### src/rtl/bcd_operand_entry.sv
`default_nettype none
// ============================================================================
// Module      : bcd_operand_entry
// Description : Operand entry front end for the two-digit BCD adder.
//               Synchronizes switches and buttons, debounces LOAD/CLEAR,
//               and steps through X / Y capture while rejecting non-BCD
//               switch values.
// Revision    : 1.0 - initial release
// ============================================================================
module bcd_operand_entry #(
    parameter int DEBOUNCE_CYCLES = 4
) (
    input  logic       clk,
    input  logic       rst_n,
    input  logic [3:0] sw,
    input  logic       cin_sw,
    input  logic       btn_load,
    input  logic       btn_clear,
    output logic [3:0] x,
    output logic [3:0] y,
    output logic       cin,
    output logic       valid,
    output logic       reject,
    output logic [1:0] entry_state
);

    localparam int              CW       = $clog2(DEBOUNCE_CYCLES);
    localparam logic [CW-1:0]   CNT_LAST = CW'(DEBOUNCE_CYCLES - 1);

    typedef enum logic [1:0] {
        WAIT_X = 2'd0,
        WAIT_Y = 2'd1,
        DONE   = 2'd2
    } state_t;

    // Two-flop synchronizers; index 0 of the button vectors is LOAD, 1 is CLEAR
    logic [3:0] sw_meta_q,  sw_sync_q;
    logic       cin_meta_q, cin_sync_q;
    logic [1:0] btn_meta_q, btn_sync_q;
    logic [1:0] btn_pulse;

    // Bring every asynchronous input into the clock domain
    always_ff @(posedge clk or negedge rst_n) begin
        if (!rst_n) begin
            sw_meta_q  <= '0;
            sw_sync_q  <= '0;
            cin_meta_q <= 1'b0;
            cin_sync_q <= 1'b0;
            btn_meta_q <= '0;
            btn_sync_q <= '0;
        end else begin
            sw_meta_q  <= sw;
            sw_sync_q  <= sw_meta_q;
            cin_meta_q <= cin_sw;
            cin_sync_q <= cin_meta_q;
            btn_meta_q <= {btn_clear, btn_load};
            btn_sync_q <= btn_meta_q;
        end
    end

    generate
        for (genvar g = 0; g < 2; g++) begin : g_debounce
            logic [CW-1:0] cnt_q;
            logic          stable_q;
            logic          stable_prev_q;

            // Flip the stable level only after a full run of differing samples
            always_ff @(posedge clk or negedge rst_n) begin
                if (!rst_n) begin
                    cnt_q         <= '0;
                    stable_q      <= 1'b0;
                    stable_prev_q <= 1'b0;
                end else begin
                    stable_prev_q <= stable_q;
                    if (btn_sync_q[g] == stable_q) begin
                        cnt_q <= '0;
                    end else if (cnt_q == CNT_LAST) begin
                        stable_q <= btn_sync_q[g];
                        cnt_q    <= '0;
                    end else begin
                        cnt_q <= cnt_q + 1'b1;
                    end
                end
            end

            // Rising edge of the debounced level: one pulse per press
            assign btn_pulse[g] = stable_q & ~stable_prev_q;
        end
    endgenerate

    logic   load_p, clear_p, digit_ok;
    state_t state_q, state_d;
    logic [3:0] x_q, x_d, y_q, y_d;
    logic       cin_q, cin_d, valid_q, valid_d, reject_q, reject_d;

    assign load_p   = btn_pulse[0];
    assign clear_p  = btn_pulse[1];
    assign digit_ok = (sw_sync_q <= 4'd9);

    // Entry state and captured operands
    always_ff @(posedge clk or negedge rst_n) begin
        if (!rst_n) begin
            state_q  <= WAIT_X;
            x_q      <= '0;
            y_q      <= '0;
            cin_q    <= 1'b0;
            valid_q  <= 1'b0;
            reject_q <= 1'b0;
        end else begin
            state_q  <= state_d;
            x_q      <= x_d;
            y_q      <= y_d;
            cin_q    <= cin_d;
            valid_q  <= valid_d;
            reject_q <= reject_d;
        end
    end

    // Next-state logic; CLEAR wins over a coincident LOAD
    always_comb begin
        state_d  = state_q;
        x_d      = x_q;
        y_d      = y_q;
        cin_d    = cin_q;
        valid_d  = valid_q;
        reject_d = 1'b0;
        if (clear_p) begin
            state_d = WAIT_X;
            x_d     = '0;
            y_d     = '0;
            cin_d   = 1'b0;
            valid_d = 1'b0;
        end else if (load_p) begin
            if (!digit_ok) begin
                reject_d = 1'b1;
            end else begin
                case (state_q)
                    WAIT_X: begin
                        x_d     = sw_sync_q;
                        state_d = WAIT_Y;
                    end
                    WAIT_Y: begin
                        y_d     = sw_sync_q;
                        cin_d   = cin_sync_q;
                        valid_d = 1'b1;
                        state_d = DONE;
                    end
                    DONE: begin
                        x_d     = sw_sync_q;
                        y_d     = '0;
                        cin_d   = 1'b0;
                        valid_d = 1'b0;
                        state_d = WAIT_Y;
                    end
                    default: begin
                        state_d = WAIT_X;
                    end
                endcase
            end
        end
    end

    assign x           = x_q;
    assign y           = y_q;
    assign cin         = cin_q;
    assign valid       = valid_q;
    assign reject      = reject_q;
    assign entry_state = state_q;

endmodule
`default_nettype wire

### config.mk
export PLATFORM = sky130hd
export DESIGN_NAME = bcd_operand_entry
export DESIGN_NICKNAME = d
export VERILOG_FILES = /design/src/rtl/bcd_operand_entry.sv
export SDC_FILE = /design/constraint.sdc
export NUM_CORES = 1
export LEC_CHECK = 0
export BUFFER_PORTS_ARGS = -buffer_cell sky130_fd_sc_hd__buf_4
export CAP_MARGIN = 20
export CORE_UTILIZATION = 38
export DETAILED_ROUTE_END_ITERATION = 10
export HOLD_SLACK_MARGIN = 0.06
export SETUP_SLACK_MARGIN = 0.4
export SYNTH_ARGS = -nofsm -noshare
export SYNTH_HDL_FRONTEND = slang
export SYNTH_SLANG_ARGS = --single-unit
### constraint.sdc
create_clock -name clk -period 1.2 [get_ports clk]
set_input_delay 0.24 -clock clk [delete_from_list [all_inputs] [get_ports clk]]
set_output_delay 0.24 -clock clk [all_outputs]
set_load 0.1 [all_outputs]
==> Yosys cells after proc, flatten, opt, wreduce, memory -nomap -nowiden <==
Cells that the tools add are included.
{ "op_classes": {"muxes": 27, "multipliers": 0, "order_cmp": 1, "bitwise": 6, "add_sub_neg": 2, "div_mod_pow": 0, "eq_ne": 6, "n_shift": 0, "n_reduce_logical": 11} }
{ "ops": {"columns": ["operator", "count"], "rows": [
  ["$mux W4", 7],
  ["$mux W2", 7],
  ["$mux W1", 9],
  ["$pmux W4 S2", 1],
  ["$eq A2 B2 Y1 const B", 3],
  ["$reduce_and A2 Y1", 3],
  ["$reduce_and A3 Y1", 2],
  ["$reduce_bool A2 Y1", 3],
  ["$add A2 B1 Y2 const B", 2],
  ["$le A4 B4 Y1 const B", 1],
  ["$not A1 Y1", 4],
  ["$pmux W1 S2", 2],
  ["$pmux W2 S2", 1],
  ["$reduce_bool A3 Y1", 1],
  ["$and A1 B1 Y1", 2],
  ["$eq A1 B1 Y1", 2],
  ["$eq A2 B1 Y1 const B", 1],
  ["$logic_not A2 Y1", 1],
  ["$reduce_or A2 Y1", 1]
]} }
{ "word_totals": {"input_bits": 9, "latchBits": 0, "mem_bits_rw": 0, "register_bits": 35, "romBits": 0, "n_memories": 0} }

==> Logic depth before layout (Yosys ltp) <==
Gate-level depths: netlist of run 1.
{ "depth": {"word_depth": 6, "depth_mapped": 4, "depth_no_buf": 3} }

==> Worst setup path after synthesis of run 1 <==
No wires, ideal clock.
{ "synth_path": {"path_kind": "flip-flop to flip-flop", "start": "register state_q[0] (netlist: entry_state[0])", "end": "register state_q[1] (netlist: entry_state[1])", "setup_ps": 78, "arrival_ps": 1696, "stages_incl_launch_ff": 4, "t_required_ps": 1122, "path_slack_ps": -575, "path_cell_list": "dfrtp_1 nand2b_1 or3_1 a21oi_1"} }
{ "synth_via": {"elab_chain_cells": 6, "elab_cells_between_ends": 8, "classes_between": "2 x eq/ne; 4 x mux; 2 x reduce/logical"} }
{ "synth_lines": {"columns": ["element", "line", "text"], "rows": [
  ["from (decl)", "92", "state_t state_q, state_d;"],
  ["from (signal assigned)", "110", "state_q <= state_d;"],
  ["$eq A2 B2 Y1 / $logic_not A2 Y1 (equally long branches)", "137", "case (state_q)"],
  ["$reduce_or A2 Y1 (no line)", null, null],
  ["$pmux W2 S2 *", "137", null],
  ["$mux W2 *", "134", "if (!digit_ok) begin"],
  ["$mux W2 *", "133", "end else if (load_p) begin"],
  ["$mux W2 *", "127", "if (clear_p) begin"]
]} }
Every way passes the cells marked *; elsewhere a longest branch is shown, timed or not. The select of a mux whose other input is x is not followed.
A chain may end at the register's enable or synchronous reset.

==> Final worst setup path of run 1 <==
{ "layout_path": {"start": "register state_q[0] (netlist: entry_state[0])", "end": "register x_q[2] (netlist: x[2])"} }
{ "layout_via": {"elab_chain_cells": 4, "elab_cells_between_ends": 5, "classes_between": "1 x eq/ne; 4 x reduce/logical"} }
{ "layout_lines": {"columns": ["element", "line", "text"], "rows": [
  ["$eq A2 B2 Y1 / $logic_not A2 Y1 (equally long branches)", "137", null],
  ["$reduce_or A2 Y1 (no line) *", null, null],
  ["$reduce_bool A2 Y1 (no line) *", null, null],
  ["$reduce_and A3 Y1 (no line) *", null, null],
  ["to (signal assigned)", "104", "x_q <= '0;"],
  ["to (signal assigned)", "111", "x_q <= x_d;"],
  ["to (decl)", "93", "logic [3:0] x_q, x_d, y_q, y_d;"]
]} }
Every way passes the cells marked *; elsewhere a longest branch is shown, timed or not.

==> results of run 1 <==
-- cell usage in the layout, fill, tap and decap left out, types with 2 or more instances in the layout --
master / Yosys / routed
clkbuf_8: 0 / 2
a21oi_1: 6 / 4
buf_6: 0 / 7
o21ai_1: 4 / 2
o21ai_2: 1 / 3
a22o_1: 5 / 5
ha_4: 0 / 2
mux2_4: 0 / 2
dlygate4sd3_1: 0 / 8
buf_4: 1 / 22
xnor2_4: 0 / 2
buf_12: 0 / 13
nor2b_4: 0 / 2
clkbuf_4: 0 / 5
a21oi_2: 0 / 2
dfrtp_4: 0 / 13
nand2b_4: 0 / 2
nand3_1: 4 / 4
nor3_2: 0 / 3
dfrtp_1: 35 / 21
-- state kept, by name, indices dropped and copies added (netlist names) --
signal / cells
btn_meta_q: 2
btn_sync_q: 2
cin: 1
cin_meta_q: 1
cin_sync_q: 1
entry_state: 2
g_debounce.cnt_q: 4
g_debounce.stable_prev_q: 2
g_debounce.stable_q: 2
reject: 1
sw_meta_q: 4
sw_sync_q: 4
valid: 1
x: 4
y: 4
-- worst min-delay path by stage --
stage	slack, ns	startpoint	to
after floorplan	-0.06	rst_n	btn_meta_q[0]$_DFF_PN0_
after global placement	0.21	rst_n	cin_sync_q$_DFF_PN0_
after detailed placement	0.21	rst_n	valid$_DFFE_PN0P_
after CTS	0.36	sw_meta_q[1]$_DFF_PN0_	sw_sync_q[1]$_DFF_PN0_
after global routing	0.37	rst_n	valid$_DFFE_PN0P_
final	0.34	rst_n	entry_state[1]$_DFFE_PN0P_
-- power groups by stage --
stage | Combinational [W] | Clock, W | Sequential, W
floorplan | 0.000649 | 0 | 0.00278
global placement | 0.00219 | 0 | 0.00176
detailed placement | 0.00222 | 0 | 0.00177
CTS | 0.00296 | 0.000740 | 0.00185
global route | 0.00325 | 0.000773 | 0.00191
finish | 0.00309 | 0.000717 | 0.00188
-- logic make-up (layout without fill, tap and decap cells) --
group,count (synthesis),after routing,synth area share [%]
simple gates,18,18,10.7
mux,2,2,1.81
xor+xnor,3,3,2.11
buf+inv,2,59,0.904
fa+ha+maj,2,2,2.01
flops,35,35,70.3
compound gates,22,22,12.1
-- stage by stage --
stage	cells	hold WS (ns)	instance area (um2)
floorplan	84	-0.0556	1330
global placement	158	0.207	1600
detailed placement	158	0.215	1600
CTS	183	0.357	2090
global route	185	0.367	2150
finish	185	0.338	2150
-- layout make-up --
class,count,area share [%]
clock buffers,8,3.21
inverters,1,0.175
multi-input cells,47,23.7
flip-flops and latches,35,43.1
well taps,44,2.57
repair buffers,50,27.2
-- layer usage --
layer | vias up | track usage, % | wire length (um)
met5 | - | 0 | 0
met1 | 438 | 22.0 | 1150
met2 | 24 | 27.1 | 1300
met3 | 5 | 5.24 | 95
met4 | 0 | 6.80 | 30
li1 | 419 | - | -
-- repair_timing --
item,in CTS,in global routing
setup buffers,9,2
pin swaps,8,5
gates resized for setup,59,9
endpoints found under the setup margin,32,46
hold endpoints to repair,42,0
hold buffers,8,0
-- worst max-delay path, stage by stage (launching register included) --
cell     delay (ns)
dfrtp_4        0.50
buf_6          0.14
or3b_4         0.41
o21ai_2        0.12
a21oi_1        0.08
==> impl_metrics.tcl, run 1 <==
set metrics [dict create \
    layout_setup_ws_ns -0.152 \
    p_clk_share_pct 12.6 \
    yosys.area.top_type "dfrtp_1" \
    clock_latency_ns 0.33 \
    io_buffers 21 \
    yosys_warnings 0 \
    critPathLaunchType "flop" \
    clkSinkCount 35 \
    power_density_nw_per_um2 2650 \
    cp-startpoint "entry_state[0]$_DFFE_PN0P_" \
    synth_cell_type_count 27 \
    cts_tree "yes" \
    pwr-share-comb_pct 54.4 \
    post_synth.cell_area_avg_um2 14.8 \
    synth-seq-area-share_pct 70.3 \
    viasPerCell 4.79 \
    detail-route-antenna-nets 0 \
    antennaDiodeCount 0 \
    antenna_found_initial 0 \
    core_um2 3080 \
    first_global_vias 916 \
    fp.dieH_um 59.3 \
    dp_hpwl_um 1540 \
    overflow 0 \
    placementRows 20 \
    cellLeakagePower_nw 0.901 \
    ys_ff_latch 35 \
    synthCells 84 \
    syn_to_final_growth_pct 72.2 \
    clockBufferDepth 2 \
    seq_power_share_pct 33.0 \
    drc 0 \
    maxCapViolCount 0 \
    cts-root-buf "clkbuf_4" \
    grt_pass1_wl_um 4310 \
    hold_class "input pin to async pin" \
    critical_path_class "flop to flop" \
    min_period_over_period_pct 113 \
    cts_made_buffers 5 \
    timing.rr.start "entry_state[0]$_DFFE_PN0P_" \
    setup_viol 24 \
    seq_area_um2 926 \
    nets 151 \
    multi_input_area_um2 508 \
    drt_iter0_drc 11 \
    rr_worst_depth 4 \
    timing.fmax_mhz 740 \
    endpoint "x[2]$_DFFE_PN0P_" \
    die_w_um 59.3 \
    status "complete, but fails checks" \
    netlist_top_cells_area "dfrtp_1 70%, a22o_1 3.5%, a21oi_1 2.4%, ha_1 2.0%, mux2_2 1.8%" \
    synth_edf_count 0 \
    vdd_drop_max_mv 1.22 \
    p_int_w 0.00328 \
    grtUsageTotal_pct 17.2 \
    endpoint_kind "flop" \
    sw_frac_of_total_pct 42.3 \
    syn-num-nets 95 \
    async_reset_ff_share_pct 100 \
    synth_ff_type "dfrtp_1" \
    synth.most_common_cell "dfrtp_1" \
    htree_levels 2 \
    grt_max_degree 36 \
    maxSlewViolCount 0 \
    timing.rr.end "x[2]$_DFFE_PN0P_" \
    synth_area_um2 1250 \
    clock_skew_ns 0.00997 \
    synth_commonest_cells "35 x dfrtp_1, 6 x a21oi_1, 5 x a22o_1, 4 x nand3_1, 4 x o21ai_1" \
    post-place-ws_ns -0.120 \
    fillers 215 \
    synth_top_area_share_pct 70.3 \
    maxSlewHeadroom_pct 78.3 \
    hold_viol_final 0 \
    vias 886 \
    finalSetupTns_ns -2.10 \
    final_layout_size_suffix_gt1_share_pct 63.1 \
    r2r_setup_slack_ns -0.15 \
    period_needed_ns 1.35 \
    clkTransAtPathRegs_ns 0.11 \
    finalPower_w 0.00568 \
    gp_congestion 0.791 \
    cp_max_fo 4 \
    critPathRequiredTime_ns 1.42 \
    post_drt_wl_per_cell_um 13.9 \
    rsz0062_at_grt "true" \
    worst_slew_pin_slew_ns 0.323 \
    routed_wl_um 2570 \
    firstDrtPassIters 4 \
    cp.arrival_ns 1.58 \
    final_util_pct 69.7 \
    initial_core_util_pct 40.5 \
    ioPinCount 22 \
    p_switching_w 0.00241 \
    violations "setup timing" \
    dieArea_um2 3510 \
]
Power figures use the tool's default switching activity.
==> inputs of run 2 (changes only) <==
--- a/config.mk
+++ b/config.mk
@@ -7,9 +7,10 @@
 export LEC_CHECK = 0
 export BUFFER_PORTS_ARGS = -buffer_cell sky130_fd_sc_hd__buf_4
 export CAP_MARGIN = 20
-export CORE_UTILIZATION = 38
+export CORE_UTILIZATION = 45
 export DETAILED_ROUTE_END_ITERATION = 10
 export HOLD_SLACK_MARGIN = 0.06
+export PLACE_DENSITY = 0.69
 export SETUP_SLACK_MARGIN = 0.4
 export SYNTH_ARGS = -nofsm -noshare
 export SYNTH_HDL_FRONTEND = slang
==> impl_metrics.tcl, run 2 (synthesis gave the netlist of run 1 again) <==
set metrics [dict create \
    cp.arrival_ns 1.66 \
    status "complete, but fails checks" \
    maxSlewHeadroom_pct 80.0 \
    worstPathCellList "buf_6, or3b_4, o21ai_1, a21oi_1" \
    timing.rr.end "x[1]$_DFFE_PN0P_" \
    vias 909 \
    cts_tree "yes" \
    io_buffers 21 \
    drt_iter0_drc 6 \
    critPathRequiredTime_ns 1.44 \
    clkSinkCount 35 \
    critPathLaunchType "flop" \
    timing.fmax_mhz 704 \
    overflow 0 \
    maxSlewViolCount 0 \
    post_drt_wl_per_cell_um 16.7 \
    clockBufferDepth 2 \
    htree_levels 2 \
    min_period_over_period_pct 118 \
    placementRows 18 \
    hold_class "input pin to async pin" \
    r2r_setup_slack_ns -0.22 \
    vdd_drop_max_mv 2.45 \
    viasPerCell 5.25 \
    grt_max_degree 36 \
    detail-route-antenna-nets 0 \
    clock_latency_ns 0.35 \
    endpoint "x[1]$_DFFE_PN0P_" \
    period_needed_ns 1.42 \
    dp_hpwl_um 1580 \
    setup_viol 25 \
    cp_max_fo 4 \
    worst_slew_pin_slew_ns 0.298 \
    dp.cells 148 \
    maxCapViolCount 0 \
    grt_pass1_wl_um 4430 \
    endpoint_kind "flop" \
    initial_core_util_pct 49.0 \
    post-place-ws_ns -0.0499 \
    finalPower_w 0.00589 \
    critical_path_class "flop to flop" \
    nets 153 \
    antenna_found_initial 0 \
    grtUsageTotal_pct 23.1 \
    cp-startpoint "entry_state[0]$_DFFE_PN0P_" \
    violations "setup timing" \
    core_um2 2540 \
    dieArea_um2 2980 \
    cellLeakagePower_nw 0.914 \
    power_density_nw_per_um2 2740 \
    drc 0 \
    first_global_vias 932 \
    hold_ws_ns 0.325 \
    antennaDiodeCount 0 \
    die_w_um 54.6 \
    rr_worst_depth 4 \
    fp.dieH_um 54.6 \
    clock_skew_ns 0.00967 \
    rsz0062_at_grt "true" \
    fillers 126 \
    slowest_stage "dfrtp_4" \
    firstDrtPassIters 4 \
    layout_setup_ws_ns -0.221 \
    timing.rr.start "entry_state[0]$_DFFE_PN0P_" \
    gp_congestion 0.834 \
    cts-root-buf "clkbuf_4" \
    final_layout_size_suffix_gt1_share_pct 63.6 \
    cts_made_buffers 5 \
    clkTransAtPathRegs_ns 0.11 \
    syn_to_final_growth_pct 72.5 \
    routed_wl_um 2890 \
    hold_viol_final 0 \
    layout.cells.non_filler 173 \
    final_cell_mix "22 x dfrtp_1, 22 x buf_4, 13 x dfrtp_4, 13 x buf_12, 9 x buf_6" \
    ioPinCount 22 \
    slowest_delay_ns 0.51 \
]
-- run 2: timing repair --
action                                 in CTS  in global routing
cloned                                      0                  0
setup endpoints to repair                  32                 38
endpoints found under the hold margin      42                  0
hold buffers                                8                  0
pin swaps                                   4                  4
resized for setup                          59                  8
buffers inserted                            6                  3
-- run 2: area by class of cell --
class	count	area, um2	area share, %
clock buffers	6	51.3	2.39
clock inverters	2	35.0	1.63
inverters	1	3.75	0.175
multi-input cells	47	490	22.8
flip-flops and latches	35	925	43.0
well taps	30	37.5	1.75
repair buffers	52	607	28.2
-- run 2: how the worst min path moves through the flow --
stage | to | slack, ns
after floorplan | btn_meta_q[0]$_DFF_PN0_ | -0.06
after global placement | valid$_DFFE_PN0P_ | 0.20
final | valid$_DFFE_PN0P_ | 0.32
after detailed placement | valid$_DFFE_PN0P_ | 0.21
after CTS | sw_sync_q[0]$_DFF_PN0_ | 0.36
after global routing | valid$_DFFE_PN0P_ | 0.35
-- run 2: where the power goes --
group | total, W | switching, W | internal, W
clock network | 0.000891 | 0.000400 | 0.000492
registers | 0.00185 | 0.000297 | 0.00155
logic | 0.00315 | 0.00177 | 0.00138
-- run 2: critical path, delay by kind of cell, from the launching register on --
kind / cells / cell delay, ns
AO/OA/AOI/OAI: 2 / 0.25
AND/OR/NAND/NOR: 1 / 0.42
buffers and inverters: 1 / 0.14
flip-flops: 1 / 0.51
-- run 2: through the flow --
step	cell area (um2)	setup TNS (ns)	util (%)
6_report	2150	-2.99	84.5
3_3_place_gp	1620	-0.102	63.5
3_5_place_dp	1620	-0.240	63.5
5_1_grt	2150	-3.83	84.5
4_1_cts	2100	-2.42	82.4
2_1_floorplan	1330	-1.74	-
-- run 2: routing by layer --
metal / GRT usage (%) / vias to the layer above / wire, um
met4: 15.4 / 0 / 96
met2: 35.7 / 24 / 1520
met5: 0 / - / 0
met1: 28.0 / 456 / 1180
li1: - / 417 / -
met3: 6.11 / 12 / 99
==> inputs of run 3 (changes only) <==
--- a/config.mk
+++ b/config.mk
@@ -11,6 +11,7 @@
 export DETAILED_ROUTE_END_ITERATION = 10
 export HOLD_SLACK_MARGIN = 0.06
 export PLACE_DENSITY = 0.69
+export REMOVE_ABC_BUFFERS = 1
 export SETUP_SLACK_MARGIN = 0.4
 export SYNTH_ARGS = -nofsm -noshare
 export SYNTH_HDL_FRONTEND = slang
==> impl_metrics.tcl, run 3 (synthesis gave the netlist of run 1 again) <==
set metrics [dict create \
    timing.rr.end "y[0]$_DFFE_PN0P_" \
    worst_slew_pin_slew_ns 0.320 \
    final_common_cell "dfrtp_1" \
    clockBufferDepth 2 \
    critPathLaunchType "flop" \
    critical_path_class "flop to flop" \
    status "complete, but fails checks" \
    cts_made_buffers 5 \
    critPathTopFamily "flip-flops" \
    die_w_um 54.6 \
    drc 0 \
    ioPinCount 22 \
    post-place-ws_ns -0.111 \
    antennaDiodeCount 0 \
    fp.dieH_um 54.6 \
    htree_levels 2 \
    endpoint_kind "flop" \
    setup_viol 13 \
    hold_class "input pin to async pin" \
    overflow 0 \
    cts_tree "yes" \
    clkSinkCount 35 \
    critPathBufInv 0 \
    cellLeakagePower_nw 0.914 \
    dp_hpwl_um 1440 \
    timing.fmax_mhz 773 \
    first_global_vias 924 \
    hold_ws_ns 0.352 \
    violations "setup timing" \
    critPathRequiredTime_ns 1.42 \
    cp_max_fo 6 \
    core_um2 2540 \
    period_needed_ns 1.29 \
    slowest_stage "dfrtp_2" \
    dieArea_um2 2980 \
    power_density_nw_per_um2 2690 \
    final_cell_mix "32 x dfrtp_1, 24 x buf_4, 14 x buf_12" \
    detail-route-antenna-nets 0 \
    slowest_delay_ns 0.50 \
    cts-root-buf "clkbuf_4" \
    placementRows 18 \
    finalSetupTns_ns -0.738 \
    rsz0062_at_grt "true" \
    final_layout_size_suffix_gt1_share_pct 54.9 \
    clkTransAtPathRegs_ns 0.11 \
    firstDrtPassIters 4 \
    routed_wl_um 2610 \
    timing.rr.start "entry_state[0]$_DFFE_PN0P_" \
    r2r_setup_slack_ns -0.09 \
    io_buffers 21 \
    maxCapViolCount 0 \
    min_period_over_period_pct 108 \
    post_drt_wl_per_cell_um 15.2 \
    hold_viol_final 0 \
    maxSlewHeadroom_pct 78.5 \
    vias 896 \
    initial_core_util_pct 49.0 \
    vdd_drop_max_mv 1.97 \
    viasPerCell 5.21 \
    cp.arrival_ns 1.51 \
    rr_worst_depth 3 \
    grt_max_degree 36 \
    worstPathCellList "xor2_2, a41oi_2, a22o_1" \
    syn_to_final_growth_pct 64.8 \
    drt_iter0_drc 23 \
    multi_input_area_um2 485 \
    fillers 146 \
    antenna_found_initial 0 \
    maxSlewViolCount 0 \
    layout_setup_ws_ns -0.0932 \
    seq_area_um2 880 \
    clock_latency_ns 0.33 \
    gp_congestion 0.845 \
    clock_skew_ns 0.0162 \
    grt_pass1_wl_um 4210 \
    grtUsageTotal_pct 21.4 \
    nets 152 \
]
## run 3: changes by cell type in the layout (fill, tap and decap cells not counted), moves of 4 or more
cell	delta
buf_6	-4
dfrtp_1	+10
dfrtp_4	-13
o21ai_2	+4
## run 3: how the worst max path moves through the flow
stage	endpoint	from	slack, ns	cells after the start
3_5_place_dp	y[3]$_DFFE_PN0P_	sw_sync_q[2]$_DFF_PN0_	-0.11	3
4_1_cts	entry_state[0]	entry_state[0]$_DFFE_PN0P_	-0.09	1
2_1_floorplan	entry_state[1]$_DFFE_PN0P_	entry_state[0]$_DFFE_PN0P_	-0.57	3
6_report	y[0]$_DFFE_PN0P_	entry_state[0]$_DFFE_PN0P_	-0.09	3
3_3_place_gp	y[0]$_DFFE_PN0P_	sw_sync_q[2]$_DFF_PN0_	-0.10	3
5_1_grt	y[0]$_DFFE_PN0P_	entry_state[0]$_DFFE_PN0P_	-0.16	3
## run 3: per-stage QoR
stage	std cells	util, %	cell area (um2)	total power [W]
floorplan	83	-	1240	0.00322
global placement	142	58.7	1490	0.00374
detailed placement	142	58.7	1490	0.00378
CTS	168	77.6	1970	0.00529
global route	172	80.7	2050	0.00579
finish	172	80.7	2050	0.00552
## run 3: where the power goes
part,internal (W),switching (W)
sequential,0.00147,0.000325
combinational,0.00142,0.00171
clock,0.000228,0.000358
total,0.00312,0.00239
## run 3: layout make-up
type / instances / share of cell area [%]
repair buffers: 51 / 29.1
inverters: 1 / 0.183
flip-flops and latches: 35 / 42.8
clock buffers: 7 / 2.19
multi-input cells: 47 / 23.6
clock inverters: 1 / 0.244
well taps: 30 / 1.83
## run 3: worst reg2reg max path, delay by kind of cell (launching register included)
kind | cells | cell delay [ns]
flip-flops | 1 | 0.50
AO/OA/AOI/OAI | 2 | 0.49
XOR/XNOR | 1 | 0.19
## run 3: routing by layer
layer / vias to the layer above / wire length [um] / global-route usage, %
met5: - / 0 / 0
met2: 26 / 1330 / 34.1
met3: 4 / 90 / 7.50
li1: 414 / - / -
met4: 0 / 31 / 8.97
met1: 452 / 1160 / 26.1
## run 3: repair_timing
| item | in CTS | in global routing |
|---|---|---|
| setup buffers | 10 | 4 |
| hold endpoints to repair | 42 | 0 |
| pin swaps | 12 | 6 |
| hold buffers | 8 | 0 |
| gates resized for setup | 60 | 13 |
| gates cloned | 0 | 0 |
| endpoints found under the setup margin | 32 | 33 |
